--- config.mk ---
export PLATFORM = sky130hd
export DESIGN_NAME = piece_sequencer
export DESIGN_NICKNAME = d
export VERILOG_FILES = /design/src/rtl/piece_sequencer.sv
export SDC_FILE = /design/constraint.sdc
export NUM_CORES = 1
export LEC_CHECK = 0
export BUFFER_PORTS_ARGS = -buffer_cell sky130_fd_sc_hd__buf_2
export CORE_ASPECT_RATIO = 0.8
export CORE_UTILIZATION = 49
export DETAILED_ROUTE_END_ITERATION = 10
export GPL_ROUTABILITY_DRIVEN = 0
export HOLD_SLACK_MARGIN = 0.1
export PLACE_DENSITY = 0.85
export SYNTH_ARGS = -nofsm -noshare
export SYNTH_HDL_FRONTEND = slang
export SYNTH_SLANG_ARGS = --single-unit
--- constraint.sdc ---
create_clock -name clk -period 2.2 [get_ports clk]
set_input_delay 0.33 -clock clk [delete_from_list [all_inputs] [get_ports clk]]
set_output_delay 0.33 -clock clk [all_outputs]
set_load 0.05 [all_outputs]
--- src/rtl/piece_sequencer.sv ---
// rtl/piece_sequencer.sv - preview queue that turns the random shape stream into issued pieces
// Optional no-repeat reroll filter: define PIECE_SEQ_NOREPEAT_EN.
module piece_sequencer #(
  parameter int DEPTH      = 4,
  parameter int MAX_REROLL = 3
) (
  input  logic                       clk,
  input  logic                       reset,
  input  logic [1:0]                 rnd_in,
  input  logic                       flush,
  input  logic                       req,
  output logic                       piece_valid,
  output logic [1:0]                 piece,
  output logic [1:0]                 next_piece,
  output logic [$clog2(DEPTH+1)-1:0] count
);

  localparam int CW = $clog2(DEPTH + 1);
  localparam int PW = (DEPTH > 2) ? $clog2(DEPTH) : 1;
  localparam logic [CW-1:0] CNT_FULL = CW'(DEPTH);
  localparam logic [PW-1:0] PTR_LAST = PW'(DEPTH - 1);

  localparam logic [1:0] ST_EMPTY = 2'd0;
  localparam logic [1:0] ST_WAIT  = 2'd1;
  localparam logic [1:0] ST_READY = 2'd2;

  generate
    if (DEPTH < 2 || DEPTH > 8 || MAX_REROLL < 1 || MAX_REROLL > 7) begin : g_bad_param
      $error("piece_sequencer: DEPTH must be 2..8 and MAX_REROLL 1..7");
    end
  endgenerate

  logic [1:0]    mem [DEPTH];
  logic [PW-1:0] head;
  logic [PW-1:0] tail;
  logic [1:0]    state;
  logic [1:0]    state_nxt;
  logic [CW-1:0] count_nxt;
  logic          pending;
  logic          full;
  logic          run;
  logic          accept;
  logic          enq;
  logic          issue;

  // A request that found the queue empty is remembered as the WAIT state.
  assign pending = (state == ST_WAIT);
  assign full    = (count == CNT_FULL);
  assign run     = !reset && !flush;
  assign enq     = run && !full && accept;
  assign issue   = run && (req || pending) && (count != '0);

  function automatic logic [PW-1:0] ptr_inc(input logic [PW-1:0] p);
    return (p == PTR_LAST) ? '0 : p + 1'b1;
  endfunction

`ifdef PIECE_SEQ_NOREPEAT_EN
  localparam int RW = $clog2(MAX_REROLL + 1);
  localparam logic [RW-1:0] REROLL_MAX = RW'(MAX_REROLL);

  logic [1:0]    last_enq;
  logic          has_last;
  logic [RW-1:0] reroll_cnt;

  // After MAX_REROLL rejections the repeat is let through so the queue cannot starve.
  assign accept = !has_last || (rnd_in != last_enq) || (reroll_cnt == REROLL_MAX);

  always_ff @(posedge clk) begin
    if (reset || flush) begin
      last_enq   <= 2'd0;
      has_last   <= 1'b0;
      reroll_cnt <= '0;
    end else if (enq) begin
      last_enq   <= rnd_in;
      has_last   <= 1'b1;
      reroll_cnt <= '0;
    end else if (!full) begin
      reroll_cnt <= reroll_cnt + 1'b1;
    end
  end
`else
  assign accept = 1'b1;
`endif

  always_comb begin
    count_nxt = count;
    case ({enq, issue})
      2'b10:   count_nxt = count + 1'b1;
      2'b01:   count_nxt = count - 1'b1;
      default: count_nxt = count;
    endcase
  end

  always_comb begin
    state_nxt = state;
    if (issue) begin
      state_nxt = (count_nxt != '0) ? ST_READY : ST_EMPTY;
    end else if (pending || (req && count == '0)) begin
      state_nxt = ST_WAIT;
    end else begin
      state_nxt = (count_nxt != '0) ? ST_READY : ST_EMPTY;
    end
  end

  always_ff @(posedge clk) begin
    if (reset || flush) begin
      head        <= '0;
      tail        <= '0;
      count       <= '0;
      state       <= ST_EMPTY;
      piece_valid <= 1'b0;
      piece       <= 2'd0;
    end else begin
      count       <= count_nxt;
      state       <= state_nxt;
      piece_valid <= issue;
      if (enq) begin
        tail <= ptr_inc(tail);
      end
      if (issue) begin
        piece <= mem[head];
        head  <= ptr_inc(head);
      end
    end
  end

  // Storage needs no reset: entries are only read while count says they are valid.
  always_ff @(posedge clk) begin
    if (enq) begin
      mem[tail] <= rnd_in;
    end
  end

  assign next_piece = (count != '0) ? mem[head] : 2'd0;

endmodule

Word-level counts from Yosys, hierarchy flattened
Memory sizes are Yosys's and may differ from the RTL's. A register that Yosys moved wholly into a read port is not among the register bits. Cells that the tools add are included.

Register bits after elaboration: 12. RAM bits: 8. Bits of input ports: 6. Output and inout bits: 8. Logic and storage cells: 42. Memories kept: 1.

Memories: mem (words 4, width 2, rd ports 1, clocked after memory_dff 1, write ports 1, line 33) `logic [1:0] mem [DEPTH];`.

Add/subtract/negate cells: 4. Equal/unequal tests: 6. Muxes and demuxes: 11. Reduce and logical (&&, ||, !) cells: 14.

Operators by type and width (number): 2-bit two-way mux (8); 2-bit == test, second input constant (3); 3-bit case mux with 2 select lines (1); 3-bit nonzero test (2); 1-bit logical AND (5); 2-bit by 1-bit adder with 2-bit output, second input constant (2); 2-bit by 1-bit == test with 1-bit output, second input constant (2); 3-bit by 1-bit adder with 3-bit output, second input constant (1); 3-bit == test, second input constant (1); 1-bit logical NOT (3); 3-bit logical NOT (1); 1-bit logical OR (3); 3-bit by 1-bit subtractor with 3-bit output, second input constant (1); 1-bit two-way mux (2).

Longest topological paths before layout
Depth in word-level cells: 10. Gate-level depth with buffers: 11. Mapped depth without buffers: 10.

Least setup slack after synthesis
OpenSTA, ideal clock, no wires.

Path kind: flip-flop to flip-flop. From: register count[2]. To: register state[1]. Setup time: 0.095 ns. Data arrival time: 2.475 ns. Required time: 2.105 ns. Path slack: -0.371 ns. Stages on the path, launching flop included: 11. Period minus slack after synthesis: 2.571 ns. Path through: dfxtp_1 nor3b_1 nor2_1 inv_1 ha_1 inv_1 fa_1 xor2_1 nor2_1 xnor2_1 a221oi_1.

Cells in the longest elaborated chain, start to end: 9.

RTL lines: start, declared (line 15) `output logic [$clog2(DEPTH+1)-1:0] count`; start signal, assigned (line 114) `count <= count_nxt;`; 3-bit == test (line 48) `assign full = (count == CNT_FULL);`; 1-bit logical NOT (line 50) `assign enq = run && !full && accept;`; 1-bit logical AND (line 50); 2-bit by 1-bit == test with 1-bit output / 2-bit == test (equally long branches) (line 87) `case ({enq, issue})`; 3-bit case mux with 2 select lines (line 87); 3-bit nonzero test (line 97, 101); 2-bit two-way mux (line 97, 101); 2-bit two-way mux (line 98) `end else if (pending || (req && count == '0)) begin`; 2-bit two-way mux * (line 96) `if (issue) begin`; end signal, assigned (line 115) `state <= state_nxt;`; end, declared (line 36) `logic [1:0] state;`.

Mark *: on every way between the ends. The rest lies on a longest branch, timed or not. A chain may end at the register's enable or synchronous reset.

Worst setup path in the final report
From: register count[0]. To: register state[1].

RTL lines: 3-bit nonzero test * (line 51) `assign issue = run && (req || pending) && (count != '0);`; 1-bit logical AND * (line 51); named net issue (line 44) `logic issue;`; 2-bit by 1-bit == test with 1-bit output / 2-bit == test (equally long branches) (line 87); 3-bit case mux with 2 select lines (line 87); 3-bit nonzero test (line 97, 101); 2-bit two-way mux (line 97, 101); 2-bit two-way mux (line 98); 2-bit two-way mux * (line 96).

The timed path passes the listed nets; every way through them passes the cells marked *.

==> impl_metrics.csv <==
group,metric,value,unit
routing,wl,1530,um
min_path,worst_hold_path_type,"in2reg",
synth,synth_commonest_cells,"14 x dfxtp_1, 12 x nor2_1, 8 x edfxtp_1",
routing,vias,625,
pwr,leakagePower,0.485,nW
synth,synth-adder-area-share,9.72,%
setup_path,required,2440,ps
finish,antenna_cells,0,
placement,hpwl,1210,um
synth,postSynth.asyncResetShare,0,%
cts,ctsLongestPathBuffers,2,
cts,clock_sinks,22,
synth,synth_cell_types,25,
synth,yosysTopAreaCell,"dfxtp_1",
timing,min_period,2090,ps
die,ioPinCount,14,
setup_path,startpoint_type,"register",
timing,holdWs,231,ps
timing,finalHoldViolations,0,
timing,finalSetupTns,0,ps
synth,synth_fp_nets,96,
timing,worst_pin_slew,253,ps
cts,clkTransAtPathRegs,120,ps
timing,min_period_over_period,94.8,%
setup_path,crit_fanout,8,
routing,dr.pass1.iters,2,
setup_path,path_class,"reg2reg",
routing,drc,0,
cts,cts_root_buf,"clkbuf_4",
cts,ctsHtreeMaxLevel,1,
die,die_w,52.0,um
synth,synthMuxAreaShare,8.70,%
cts,cts_tree,"yes",
grt,antenna_found_initial,0,
timing,skew,4.61,ps
cts,cts_setup_buffers,0,
routing,final_antenna_net_count,0,
job,drv_cap,0,
placement,postPlaceCellArea,1110,sq um
finish,fin_cells,126,
setup_path,cp-end-kind,"register",
routing,viasPerCell,4.96,
pwr,p_per_area,672,nW/um^2
synth,synth_compound_area_share,4.09,%
finish,multi_input_area,435,sq um
finish,postLayoutCellArea,1160,sq um
pwr,ir_drop,0.000421,V
grt,grt_pass1_vias,602,
finish,syn_to_final_growth,19.1,%
grt,grt_pass1_wl,2500,um
status,status,"finished clean",
grt,overflow,0,
synth,synth_top_family_by_area,"simple AND/OR/NAND/NOR gates",
grt,track_usage,16.7,%
synth,synth_ff_type,"dfxtp_1",
timing,slew_headroom,83.1,%
synth,syn_inst,83,
synth,synth_top_area_share,28.6,%
finish,area.sequential,527,sq um
timing,rsz0062_at_grt,"no",
synth,synth_most_common_cell,"dfxtp_1",
synth,syn_area,978,sq um
placement,io_buffers,13,
cts,cts_made_buffers,3,
timing,fmax,0.479,GHz
routing,drtIter0Drc,3,
placement,dpl.cell_count,122,
die,start_util,52.2,%
pwr,power,0.783,mW
synth,seq_area_frac_synth,53.2,%
synth,synth-seq-cells,22,
cts,clk_latency,310,ps
die,die_h,42.0,um
synth,synth_warnings,0,
synth,synthXorXnorAreaFrac,2.69,%
synth,synthTopCellsByArea,"dfxtp_1 29%, edfxtp_1 25%, ha_1 7.7%, mux4_2 4.6%, nor2_1 4.6%",
finish,fin_nets,116,
die,rows,14,
die,die_area,2180,sq um
finish,drive_gt1_share,38.2,%
synth,synth-simple-area-share,17.4,%
timing,finalSetupViolations,0,
finish,fill_cells,134,
routing,wl_per_cell,12.2,um
grt,grt_max_degree,14,
setup_path,critical_path_arrival,2320,ps
synth,synth_edf_count,8,
synth,syn_avg_cell_area,11.8,sq um
die,core-area,1870,sq um
timing,slew_viol_final,0,
[layout make-up]
class                   count  area share [%]
clock buffers               4            4.08
multi-input cells          52            37.4
flip-flops and latches     22            45.2
repair buffers             18            8.81
well taps                  24            2.58
inverters                   6            1.93
[metal layers]
metal	global-route usage (%)	vias to the layer above	wire [um]
li1	-	319	-
met5	0	-	0
met3	7.61	4	66
met1	18.0	290	681
met4	6.49	0	29
met2	28.2	12	754
[worst paths after layout]
kind,cells after the start,to,slack [ps],start
max reg2reg,9,state[1]$_SDFF_PP0_,110,count[0]$_SDFF_PP0_
min,1,mem[3][1]$_DFFE_PP_,230,rnd_in[1]
max,9,state[1]$_SDFF_PP0_,110,count[0]$_SDFF_PP0_
min reg2reg,2,piece[1]$_SDFFE_PP0P_,530,piece[1]$_SDFFE_PP0P_
[placed cells by master (no fill, tap or decap), drive strengths merged]
| cell | netlist | routed |
|---|---|---|
| buf | 1 | 18 |
| dfxtp | 14 | 14 |
| nor2 | 12 | 12 |
| edfxtp | 8 | 8 |
| inv | 6 | 6 |
| ha | 6 | 6 |
| and2 | 6 | 6 |
| mux2i | 4 | 4 |
| clkbuf | 2 | 4 |
| a21oi | 3 | 3 |
| nor3b | 3 | 3 |
| or2 | 2 | 2 |
| nor2b | 2 | 2 |
| mux4 | 2 | 2 |
| nor3 | 2 | 2 |
| xor2 | 2 | 2 |
| or3 | 2 | 2 |
| o21ai | 1 | 1 |
| nand2b | 1 | 1 |
| xnor2 | 1 | 1 |
| a221oi | 1 | 1 |
| nand2 | 1 | 1 |
| fa | 1 | 1 |
[cell families after synthesis]
logic type      count (synthesis)
fa+ha+maj                       7
mux                             6
compound gates                  5
flops                          22
simple gates                   31
xor+xnor                        3
buf+inv                         9
[power by group]
| group | internal, mW | total (mW) | switching (mW) |
|---|---|---|---|
| clock network | 0.139 | 0.263 | 0.124 |
| registers | 0.430 | 0.438 | 0.00741 |
| logic | 0.0344 | 0.0825 | 0.0482 |
| total | 0.603 | 0.783 | 0.180 |
[flip-flops by register name (all words and copies together), names as in the netlist, named ones only]
register,cells
mem,8
piece,2
piece_valid,1
count,3
state,2
tail,2
head,2
[timing repair]
action	CTS	global route
setup endpoints to repair	0	1
hold buffers	0	0
resized for setup	0	1
hold endpoints to repair	0	0
[per-stage QoR]
step | util [%] | setup slack, ps
after floorplan | - | 7.64
after global placement | 59.3 | 97.1
after detailed placement | 59.3 | 50.9
after CTS | 61.8 | 67.1
after global routing | 62.1 | 25.6
final | 62.1 | 113
[critical path, cell delays in order, from the launching register on]
cell,delay (ps)
dfxtp_4,390
or3_4,410
o21ai_4,90
nor2_2,50
ha_2,190
inv_2,50
fa_2,420
nand2b_1,100
a21oi_1,90
a221oi_2,210
No activity file was read; power rests on OpenSTA's default activity.
